<file path="src/rtl/modulus_reconstruct.sv">
// Rebuilds Dividend = Quotient*Divisor + Remainder with a one-bit-per-clock
// shift-and-add multiplier, flagging operand pairs no divider could produce.
module modulus_reconstruct #(
    parameter int WIDTH = 4
) (
    input  logic                 clk,
    input  logic                 rst,
    input  logic                 in_valid,
    output logic                 in_ready,
    input  logic [WIDTH-1:0]     Quotient,
    input  logic [WIDTH-1:0]     Divisor,
    input  logic [WIDTH-1:0]     Remainder,
    output logic                 out_valid,
    input  logic                 out_ready,
    output logic [2*WIDTH-1:0]   Dividend,
    output logic                 Error
);

    localparam logic [1:0] IDLE = 2'd0;
    localparam logic [1:0] CALC = 2'd1;
    localparam logic [1:0] DONE = 2'd2;

    localparam int             CW   = $clog2(WIDTH + 1);
    localparam logic [CW-1:0]  LAST = CW'(WIDTH - 1);

    logic [1:0]          state;
    logic [2*WIDTH-1:0]  acc;
    logic [2*WIDTH-1:0]  mcand;
    logic [WIDTH-1:0]    mplier;
    logic [CW-1:0]       count;
    logic [2*WIDTH-1:0]  acc_next;
    logic                bad_operands;

    assign bad_operands = (Divisor == '0) || (Remainder >= Divisor);
    assign acc_next     = mplier[0] ? (acc + mcand) : acc;
    assign in_ready     = (state == IDLE);
    assign out_valid    = (state == DONE);

    // NOTE: all state updates use non-blocking assignments so every register
    // samples pre-edge values; blocking here would chain acc/mcand updates.
    always_ff @(posedge clk) begin
        if (rst) begin
            state    <= IDLE;
            acc      <= '0;
            mcand    <= '0;
            mplier   <= '0;
            count    <= '0;
            Dividend <= '0;
            Error    <= 1'b0;
        end else begin
            case (state)
                IDLE: begin
                    if (in_valid) begin
                        if (bad_operands) begin
                            Dividend <= '0;
                            Error    <= 1'b1;
                            state    <= DONE;
                        end else begin
                            acc    <= {{WIDTH{1'b0}}, Remainder};
                            mcand  <= {{WIDTH{1'b0}}, Divisor};
                            mplier <= Quotient;
                            count  <= '0;
                            state  <= CALC;
                        end
                    end
                end
                CALC: begin
                    acc    <= acc_next;
                    mcand  <= mcand << 1;
                    mplier <= mplier >> 1;
                    count  <= count + CW'(1);
                    // Fixed WIDTH-cycle latency: no early exit on zero multiplier.
                    if (count == LAST) begin
                        Dividend <= acc_next;
                        Error    <= 1'b0;
                        state    <= DONE;
                    end
                end
                DONE: begin
                    if (out_ready) state <= IDLE;
                end
                default: state <= IDLE;
            endcase
        end
    end

endmodule

</file>
<file path="config.mk">
export PLATFORM = sky130hd
export DESIGN_NAME = modulus_reconstruct
export DESIGN_NICKNAME = d
export VERILOG_FILES = /design/src/rtl/modulus_reconstruct.sv
export SDC_FILE = /design/constraint.sdc
export NUM_CORES = 1
export LEC_CHECK = 0
export BUFFER_PORTS_ARGS = -buffer_cell sky130_fd_sc_hd__buf_4
export CORE_ASPECT_RATIO = 0.6
export CORE_MARGIN = 10
export CORE_UTILIZATION = 52
export CTS_CLUSTER_SIZE = 28
export DETAILED_ROUTE_END_ITERATION = 7
export PLACE_DENSITY = 0.73
export REMOVE_ABC_BUFFERS = 1
export SYNTH_ARGS = -nofsm -noshare
export SYNTH_HDL_FRONTEND = slang
export SYNTH_SLANG_ARGS = --single-unit
</file>
<file path="constraint.sdc">
create_clock -name clk -period 2.35 [get_ports clk]
set_input_delay 0.3525 -clock clk [delete_from_list [all_inputs] [get_ports clk]]
set_output_delay 0.3525 -clock clk [all_outputs]
set_load 0.03 [all_outputs]
</file>
## After elaboration in Yosys (flattened, before gate mapping)

Cells that the tools add are included.

- Flip-flop bits (word level): 34
- Bits of input ports: 16
- Output and inout port bits: 11
- Word-level logic and storage cells: 51

- Mux-type cells: 26
- Reduce and logical (&&, ||, !) cells: 7
- Order comparisons: 1
- Equality and inequality tests: 8
- Add/sub/neg operators: 2

Operators by type and width:

| cell | number |
|---|---|
| 8-bit 2-to-1 mux | 8 |
| 8-bit one-hot mux with 2 select lines | 3 |
| 8-bit adder | 1 |
| 2-bit 2-to-1 mux | 4 |
| 4-bit 2-to-1 mux | 2 |
| 4-bit one-hot mux with 2 select lines | 1 |
| 3-bit 2-to-1 mux | 2 |
| 2-bit != test, second input constant | 3 |
| 2-bit one-hot mux with 3 select lines | 1 |
| 3-bit one-hot mux with 2 select lines | 1 |
| 3-bit AND reduction | 2 |
| 4-bit >= comparator | 1 |
| 4-bit logical NOT | 1 |
| 2-bit by 1-bit != test with 1-bit output, second input constant | 2 |
| 4-bit AND reduction | 1 |
| 3-bit by 1-bit adder with 3-bit output, second input constant | 1 |
| 3-bit by 2-bit equality test with 1-bit output, second input constant | 1 |
| 1-bit 2-to-1 mux | 3 |
| 2-bit by 1-bit equality test with 1-bit output, second input constant | 1 |
| 2-bit equality test, second input constant | 1 |
| 2-bit logical NOT | 1 |
| 1-bit one-hot mux with 2 select lines | 1 |
| 2-bit nonzero test | 1 |
| 1-bit logical OR | 1 |

## Depth between registers and ports, before layout

Gate-level depths: netlist (run 1).

- Depth after elaboration: 5
- Depth in mapped cells: 9
- Mapped depth without buffers: 8

## Worst setup path before layout (run 1)

Ideal clock, no wire load.

- Kind: flip-flop to flip-flop
- From: register acc[0]
- To: register Dividend[6]
- Clock period less this slack: 1.943 ns
- Cell stages (with the launch flop): 9
- Slack: 0.407 ns
- Setup time: 0.134 ns
- Data required time: 2.216 ns
- Path buffers: 0
- Arrival time: 1.809 ns
- Path through: dfxtp_1 > ha_1 > fa_1 > a21oi_1 > nor2_1 > or4_1 > nand3_1 > a21o_1 > a21oi_1

- Longest elaborated chain between the ends: 4

RTL lines:

| element | line | source |
|---|---|---|
| start: declaration | 27 | `logic [2*WIDTH-1:0] acc;` |
| start signal: assignment | 59 | `acc <= {{WIDTH{1'b0}}, Remainder};` |
| start signal: assignment | 68 | `acc <= acc_next;` |
| 8-bit adder | 35 | `assign acc_next = mplier[0] ? (acc + mcand) : acc;` |
| 8-bit 2-to-1 mux | 35 |  |
| 8-bit 2-to-1 mux | 73 | `if (count == LAST) begin` |
| 8-bit one-hot mux with 2 select lines | 51 | `case (state)` |
| end signal: assignment | 74 | `Dividend <= acc_next;` |
| end: declaration | 15 | `output logic [2*WIDTH-1:0] Dividend,` |

No other way between the ends. The select of a mux whose other input is x is not followed.
A chain may end at the register's enable or synchronous reset.

## Final worst setup path (run 1)

- From: register mcand[0]
- To: register Dividend[6]

- Longest elaborated chain between the ends: 4

RTL lines:

| element | line | source |
|---|---|---|
| start: declaration | 28 | `logic [2*WIDTH-1:0] mcand;` |
| start signal: assignment | 60 | `mcand <= {{WIDTH{1'b0}}, Divisor};` |
| start signal: assignment | 69 | `mcand <= mcand << 1;` |
| 8-bit adder | 35 |  |
| 8-bit 2-to-1 mux | 35 |  |
| 8-bit 2-to-1 mux | 73 |  |
| 8-bit one-hot mux with 2 select lines | 51 |  |

No other way between the ends. The select of a mux whose other input is x is not followed.

==> results.ini, run 1 <==
[run_status]
status = finished clean

[die]
fp.dieH_um = 66.7
dieArea_um2 = 6530
placeableCoreArea_um2 = 3380
rows = 16
die_w_um = 97.9
start_util_pct = 56.0
ioPinCount = 27

[final_layout]
final_common_cell = dfxtp_1
instances_no_fill = 300
drive_above_1_share_pct = 19.6
area_growth_pct = 18.6
nets = 284
postLayoutCoreUtil_pct = 66.3
antenna_cells = 0
layout_common_cells = 34 x dfxtp_1, 33 x nor2_1, 33 x buf_4, 26 x nand2_1

[worst_hold_path]
min_path_type = in2reg

[clocking]
root_buffer = clkbuf_8
clk_pin_slew_ns = 0.07
h-tree-depth = 2
postCtsHoldBufs = 0
cts_setup_buffers = 0
cts_buffers = 5
cts_resized = 0
clkSinkCount = 34
clkLatencyLatePin_ns = 0.29
tritoncts = built
clock_path_buffers = 2

[sta]
setup_viol = 0
fin_setup_tns_ns = 0
relSlewSlack_pct = 61.6
rsz0062_at_grt = no
fin_ws_ns = 0.210
skew_ns = 0.00488
drv_slew = 0
hold_viol = 0
fmax_ghz = 0.467
tightest_slew_ns = 0.576
min_period_ns = 2.14
final.period_utilization_pct = 91.1

[critical_path]
required_ns = 2.51
critPathArrivalTime_ns = 2.30
cp-start-kind = register
endpoint_kind = register
crit_fanout = 3
critical_path_class = reg2reg

[yosys]
synthArstFlopShare_pct = 0
syn_area_per_cell_um2 = 8.34
yosys-top-cells-area = dfxtp_1 36%, ha_1 8.6%, nor2_1 6.5%
syn-cell-area_um2 = 1890
synthSimpleGateAreaFrac_pct = 23.7
syn_inst = 227
synth_cell_types = 44
synthMuxAreaShare_pct = 3.77
ys_seq_elements = 34
synth-compound-area-share_pct = 21.1
ys.flop_type = dfxtp_1
yosys_warnings = 0
yosysTopAreaCell = dfxtp_1
synth_adder_area_share_pct = 9.65
synthXorXnorAreaFrac_pct = 0.925
synth_top_family_by_area = simple AND/OR/NAND/NOR gates
netlist.area_leader.share_pct = 36.0
synth-edff-count = 0
ys_seq_area_share_pct = 36.0

[grt]
grt_pass1_vias = 1564
grt_max_degree = 39
grt_pass1_wl_mm = 7.62
grtUsageTotal_pct = 14.1
overflow = 0
antenna_found_initial = 0

[routing]
wire_per_inst_um = 15.0
routed_wirelength_mm = 4.49
drc_errors = 0
vias_per_cell = 5.45
drtIter0Drc = 95
dr.pass1.iters = 5
ant_nets = 0
vias = 1635

[power_and_ir_drop]
power.density_nw_per_um2 = 663
p_leak_uw = 0.000976
finalPower_uw = 1490
ir_drop_mv = 0.382

[flow_run]
maxCapViolations = 0

[placement]
dpl.hpwl_mm = 3.33
dp_cells = 292
gp_congestion = 0.795
post-place-ws_ns = 0.134
port_buffers = 26

[synth_stat cells, types with 2 or more instances]
cell,instances
nor2b_1,3
nand3_1,4
o21ai_0,6
a311oi_1,6
nand2b_1,8
nand2_1,26
a22oi_1,6
dfxtp_1,34
ha_1,13
buf_2,5
or4_1,2
mux2i_1,6
a21o_1,4
o31ai_1,2
a32oi_1,2
a21oi_1,13
o22ai_1,3
nor2_1,33
inv_1,8
nor3_1,6
nand3b_1,4
clkbuf_1,6
a211oi_1,5
o21ai_2,2
[layout make-up]
type                            instances  area [um^2]
Multi-Input combinational cell        172         1120
Fill cell                             274         1140
Sequential cell                        34          681
Inverter                                8         30.0
Clock buffer                            8          110
Tap cell                               45         56.3
Timing Repair Buffer                   33          248
[power by group]
part / switching [uW] / internal [uW]
registers: 38.4 / 612
logic: 190 / 139
clock network: 213 / 296
total: 442 / 1050
[final timing paths]
path	startpoint	end	slack (ns)	cells past startpoint
max reg2reg	mcand[0]$_SDFFE_PP0P_	Dividend[6]$_SDFFE_PP0P_	0.21	8
max	mcand[0]$_SDFFE_PP0P_	Dividend[6]$_SDFFE_PP0P_	0.21	8
min reg2reg	mplier[3]$_SDFFE_PP0P_	mplier[3]$_SDFFE_PP0P_	0.46	2
min	out_ready	state[1]$_SDFFE_PP0P_	0.32	3
[cells by family (layout without fill, tap and decap cells)]
group | after synthesis | after routing
adders and majority gates | 14 | 14
xor gates and xnor gates | 2 | 2
DFF | 34 | 34
and+or+nand+nor | 93 | 93
buffers and inverters | 21 | 49
AOI/OAI and AO/OA | 56 | 56
muxes | 7 | 7
[registers in the layout, summed over array words and instances, names as in the netlist]
signal and flops:
Dividend 8, Error 1, acc 8, count 3
mcand 8, mplier 4, state 2
[layer usage]
layer	track usage (%)	share of wire [%]	vias up
li1	-	-	862
met1	20.3	55	723
met2	19.3	38	43
met3	4.22	5.7	7
met4	4.33	1.2	0
met5	0	0	-
[per-stage QoR]
step	cell area, um^2	hold WS, ns
finish	2240	0.319
global route	2240	0.323
CTS	2240	0.319
detailed placement	2130	0.446
global placement	2130	0.443
floorplan	1830	0.415
[worst max-delay path: stages, from the launching register on]
cell and delay [ns]:
dfxtp_1 0.34, ha_1 0.26, fa_1 0.42, a21oi_1 0.19, nor2_1 0.09, or4_1 0.45
nand3_1 0.11, a21o_1 0.11, a21oi_1 0.06
Power figures use the tool's default switching activity.
==> inputs of run 2 (changes only) <==
--- a/config.mk
+++ b/config.mk
@@ -11,6 +11,7 @@
 export CORE_UTILIZATION = 52
 export CTS_CLUSTER_SIZE = 28
 export DETAILED_ROUTE_END_ITERATION = 7
+export MAX_ROUTING_LAYER = met4
 export PLACE_DENSITY = 0.73
 export REMOVE_ABC_BUFFERS = 1
 export SYNTH_ARGS = -nofsm -noshare
==> results.ini, run 2 (synthesized netlist as in run 1, its figures left out) <==
[run_status]
status = finished clean

[routing]
vias = 1635  ; unchanged
drc_errors = 0  ; unchanged
drtIter0Drc = 114  ; +20%
dr.pass1.iters = 5  ; unchanged
routed_wirelength_mm = 4.49  ; about the same
vias_per_cell = 5.45  ; unchanged
wire_per_inst_um = 15.0  ; about the same
ant_nets = 0  ; unchanged

[final_layout]
reg_top3 = Dividend (8), acc (8), mcand (8)
nFillCells = 274  ; unchanged
instances_no_fill = 300  ; unchanged
area_growth_pct = 18.6  ; unchanged
layout_common_cells = 34 x dfxtp_1, 33 x nor2_1, 33 x buf_4, 26 x nand2_1
final_common_cell = dfxtp_1
antenna_cells = 0  ; unchanged
nets = 284  ; unchanged
seq_area_um2 = 681  ; unchanged
drive_above_1_share_pct = 19.6  ; unchanged
design_area_um2 = 2240  ; unchanged
multiInputGateArea_um2 = 1120  ; unchanged

[sta]
relSlewSlack_pct = 61.6  ; unchanged
tightest_slew_ns = 0.576  ; unchanged
final.period_utilization_pct = 91.0  ; about the same
hold_viol = 0  ; unchanged
skew_ns = 0.00447  ; -0.000414 ns
fin_setup_tns_ns = 0  ; unchanged
setup_viol = 0  ; unchanged
rsz0062_at_grt = no
drv_slew = 0  ; unchanged
fin_ws_ns = 0.211  ; +0.00100 ns
holdWs_ns = 0.319  ; +0.000672 ns
min_period_ns = 2.14  ; -0.00100 ns
fmax_ghz = 0.468  ; about the same

[critical_path]
critPathArrivalTime_ns = 2.30  ; about the same
reg2regPathDepth = 8  ; unchanged
endpoint_kind = register
critical_path_class = reg2reg
cp-start-kind = register
required_ns = 2.51  ; about the same
crit_fanout = 3  ; unchanged

[clocking]
postCtsHoldBufs = 0  ; unchanged
clkSinkCount = 34  ; unchanged
cts_setup_buffers = 0  ; unchanged
h-tree-depth = 2  ; unchanged
tritoncts = built
clk_pin_slew_ns = 0.07  ; about the same
cts_resized = 0  ; unchanged
clkLatencyLatePin_ns = 0.29  ; about the same
root_buffer = clkbuf_8
cts_buffers = 5  ; unchanged
clock_path_buffers = 2  ; unchanged

[power_and_ir_drop]
switching_share_pct = 29.6  ; -0.045 points
power.density_nw_per_um2 = 663  ; about the same
power_frac_clock_pct = 34.2  ; about the same
p_leak_uw = 0.000976  ; unchanged
seqPwrFrac_pct = 43.8  ; about the same
combPwrFrac_pct = 22.1  ; about the same
p_int_uw = 1050  ; unchanged
ir_drop_mv = 0.382  ; about the same
switching_power_uw = 441  ; -0.21%

[placement]
dpl.hpwl_mm = 3.33  ; unchanged
gp_congestion = 0.807  ; +1.4%
dp_cells = 292  ; unchanged
post-place-ws_ns = 0.134  ; unchanged
port_buffers = 26  ; unchanged
dpl_cell_area_um2 = 2130  ; unchanged

[die]
dieArea_um2 = 6530  ; unchanged
rows = 16  ; unchanged
fp.dieH_um = 66.7  ; unchanged
start_util_pct = 56.0  ; unchanged
die_w_um = 97.9  ; unchanged
placeableCoreArea_um2 = 3380  ; unchanged
ioPinCount = 27  ; unchanged

[worst_hold_path]
min_path_type = in2reg
hold_path_depth = 3  ; unchanged

[grt]
antenna_found_initial = 0  ; unchanged
grt_max_degree = 39  ; unchanged
grtUsageTotal_pct = 14.5  ; +0.39 points
grt_pass1_wl_mm = 7.62  ; about the same
grt_pass1_vias = 1566  ; +0.13%
overflow = 0  ; unchanged

[flow_run]
maxCapViolations = 0  ; unchanged

[run 2: critical path: stages, from the launching register on]
cell and delay [ns]:
dfxtp_1 0.34, ha_1 0.26, fa_1 0.42, a21oi_1 0.19, nor2_1 0.09, or4_1 0.45, nand3_1 0.11, a21o_1 0.11
a21oi_1 0.06
[run 2: final timing paths]
path,slack [ns],endpoint,from
setup / recovery,0.21,Dividend[6]$_SDFFE_PP0P_,mcand[0]$_SDFFE_PP0P_
hold / removal,0.32,state[1]$_SDFFE_PP0P_,out_ready
setup reg to reg,0.21,Dividend[6]$_SDFFE_PP0P_,mcand[0]$_SDFFE_PP0P_
hold reg to reg,0.46,mplier[3]$_SDFFE_PP0P_,mplier[3]$_SDFFE_PP0P_
[run 2: power groups by stage]
stage,Clock (uW),Combinational [uW],Sequential (uW)
final,508,328,651
after global routing,537,363,657
after CTS,512,327,650
after detailed placement,0,325,663
after global placement,0,320,663
after floorplan,0,207,660
[run 2: layout make-up]
class	count	area share (%)
tap	45	2.51
clock buffer	8	4.91
inverter	8	1.34
multi-input combinational	172	49.9
timing repair buffer	33	11.0
sequential	34	30.3
[run 2: per-layer routing]
| metal | GRT usage [%] | share of wire [%] |
|---|---|---|
| met2 | 19.3 | 38 |
| met1 | 20.5 | 56 |
| met4 | 4.33 | 1.2 |
| met5 | - | 0 |
| met3 | 3.71 | 5.0 |
[run 2: through the flow]
step                      utilization, %  power [uW]
after floorplan                        -         867
after global placement              63.1         983
after detailed placement            63.1         988
after CTS                           66.3        1490
after global routing                66.3        1560
final                               66.3        1490
==> inputs of run 3 (changes only) <==
--- a/config.mk
+++ b/config.mk
@@ -11,6 +11,7 @@
 export CORE_UTILIZATION = 52
 export CTS_CLUSTER_SIZE = 28
 export DETAILED_ROUTE_END_ITERATION = 7
+export GPL_TIMING_DRIVEN = 0
 export MAX_ROUTING_LAYER = met4
 export PLACE_DENSITY = 0.73
 export REMOVE_ABC_BUFFERS = 1
==> constraint.sdc (replaced) <==
create_clock -name clk -period 2.3 [get_ports clk]
set_input_delay 0.345 -clock clk [delete_from_list [all_inputs] [get_ports clk]]
set_output_delay 0.345 -clock clk [all_outputs]
set_load 0.03 [all_outputs]
==> results.ini, run 3 (synthesized netlist as in run 1, its figures left out) <==
[sta]
min_period_ns = 2.19  ; +0.0503 ns
hold_viol = 0  ; unchanged
drv_slew = 0  ; unchanged
tightest_slew_ns = 0.922  ; +0.347 ns
setup_viol = 0  ; unchanged
skew_ns = 0.00556  ; +0.00109 ns
fmax_ghz = 0.457  ; -2.3%
fin_ws_ns = 0.111  ; -0.100 ns
relSlewSlack_pct = 38.5  ; -23 points
final.period_utilization_pct = 95.2  ; +4.2 points
rsz0062_at_grt = no
holdWs_ns = 0.326  ; +0.00660 ns

[final_layout]
design_area_um2 = 2210  ; -1.4%
area_growth_pct = 16.9
drive_above_1_share_pct = 18.6  ; -0.98 points
antenna_cells = 0  ; unchanged
nets = 277  ; -2.5%
layout_common_cells = 34 x dfxtp_1, 33 x nor2_1, 26 x nand2_1, 26 x buf_4, 13 x ha_1
final_common_cell = dfxtp_1
reg_top3 = Dividend (8), acc (8), mcand (8)
postLayoutCoreUtil_pct = 65.4  ; -0.92 points

[grt]
antenna_found_initial = 0  ; unchanged
grt_pass1_wl_mm = 7.51  ; -1.4%
grt_pass1_vias = 1561  ; -0.32%
grtUsageTotal_pct = 14.2  ; -0.29 points
overflow = 0  ; unchanged
grt_max_degree = 39  ; unchanged

[routing]
routed_wirelength_mm = 4.50  ; +0.38%
dr.pass1.iters = 4  ; -1
drc_errors = 0  ; unchanged
drtIter0Drc = 106  ; -7.0%
wire_per_inst_um = 15.4  ; +3.1%
ant_nets = 0  ; unchanged
vias_per_cell = 5.77  ; +5.8%
vias = 1684  ; +3.0%

[clocking]
clk_pin_slew_ns = 0.07  ; about the same
postCtsHoldBufs = 0  ; unchanged
cts_setup_buffers = 0  ; unchanged
h-tree-depth = 2  ; unchanged
clkLatencyLatePin_ns = 0.28  ; about the same
cts_buffers = 5  ; unchanged
root_buffer = clkbuf_8
clkSinkCount = 34  ; unchanged
clock_path_buffers = 2  ; unchanged
tritoncts = built

[power_and_ir_drop]
finalPower_uw = 1550  ; +4.2%
power.density_nw_per_um2 = 700  ; +5.7%
ir_drop_mv = 0.526  ; +38%
p_leak_uw = 0.000939  ; -3.8%

[run_status]
status = finished clean

[critical_path]
critical_path_class = reg2reg
critPathArrivalTime_ns = 2.36  ; +0.06 ns
cp-start-kind = register
endpoint_kind = register
crit_fanout = 5  ; +2
required_ns = 2.47  ; -0.04 ns

[die]
fp.dieH_um = 66.7  ; unchanged
start_util_pct = 56.0  ; unchanged
ioPinCount = 27  ; unchanged
dieArea_um2 = 6530  ; unchanged
rows = 16  ; unchanged
die_w_um = 97.9  ; unchanged
placeableCoreArea_um2 = 3380  ; unchanged

[placement]
dpl_cell_area_um2 = 2080  ; -2.5%
port_buffers = 26  ; unchanged
post-place-ws_ns = -0.456  ; -0.590 ns
dpl.hpwl_mm = 3.18  ; -4.6%
gp_congestion = 0.856  ; +6.2%

[flow_run]
maxCapViolations = 0  ; unchanged

[worst_hold_path]
min_path_type = in2reg

-- run 3: routing by layer --
| metal | global-route usage, % | vias to the layer above | part of all wire [%] |
|---|---|---|---|
| li1 | - | 856 | - |
| met4 | 3.07 | 0 | 0.40 |
| met3 | 4.43 | 2 | 6.6 |
| met2 | 20.2 | 44 | 41 |
| met5 | - | - | 0 |
| met1 | 19.1 | 782 | 52 |
-- run 3: path summary, 6_finish.rpt --
check / from / end / slack (ns) / depth (start not counted)
setup / recovery: acc[4]$_SDFFE_PP0P_ / acc[7]$_SDFFE_PP0P_ / 0.11 / 6
hold / removal: out_ready / state[1]$_SDFFE_PP0P_ / 0.33 / 3
setup reg to reg: acc[4]$_SDFFE_PP0P_ / acc[7]$_SDFFE_PP0P_ / 0.11 / 6
hold reg to reg: Dividend[3]$_SDFFE_PP0P_ / Dividend[3]$_SDFFE_PP0P_ / 0.46 / 2
-- run 3: worst max-delay path, cell delays in order (launching register included) --
cell and delay (ns):
dfxtp_1 0.33, ha_1 0.26, or4_1 0.52, o22ai_1 0.27
mux2i_1 0.37, nor3_1 0.09, a211o_1 0.25
-- run 3: timing repair --
| item | CTS | global route |
|---|---|---|
| hold endpoints to repair | 0 | 0 |
| setup endpoints to repair | 9 | 1 |
| pin swaps | 0 | 0 |
| resized for setup | 2 | 2 |
-- run 3: layout make-up --
type                    instances  area, um^2
flip-flops and latches         34         681
fillers                       297        1170
clock buffers                   6        82.6
repair buffers                 26         195
inverters                       8        30.0
clock inverters                 1        30.0
multi-input cells             172        1140
well taps                      45        56.3
-- run 3: through the flow --
stage / TNS, ns / instances
floorplan: 0 / 214
global placement: -3.72 / 285
detailed placement: -3.98 / 285
CTS: 0 / 292
global route: 0 / 292
finish: 0 / 292
-- run 3: power by group --
part           internal [uW]  total (uW)  switching [uW]
registers                626         671            44.8
logic                    129         320             191
clock network            347         559             213
total                   1100        1550             449
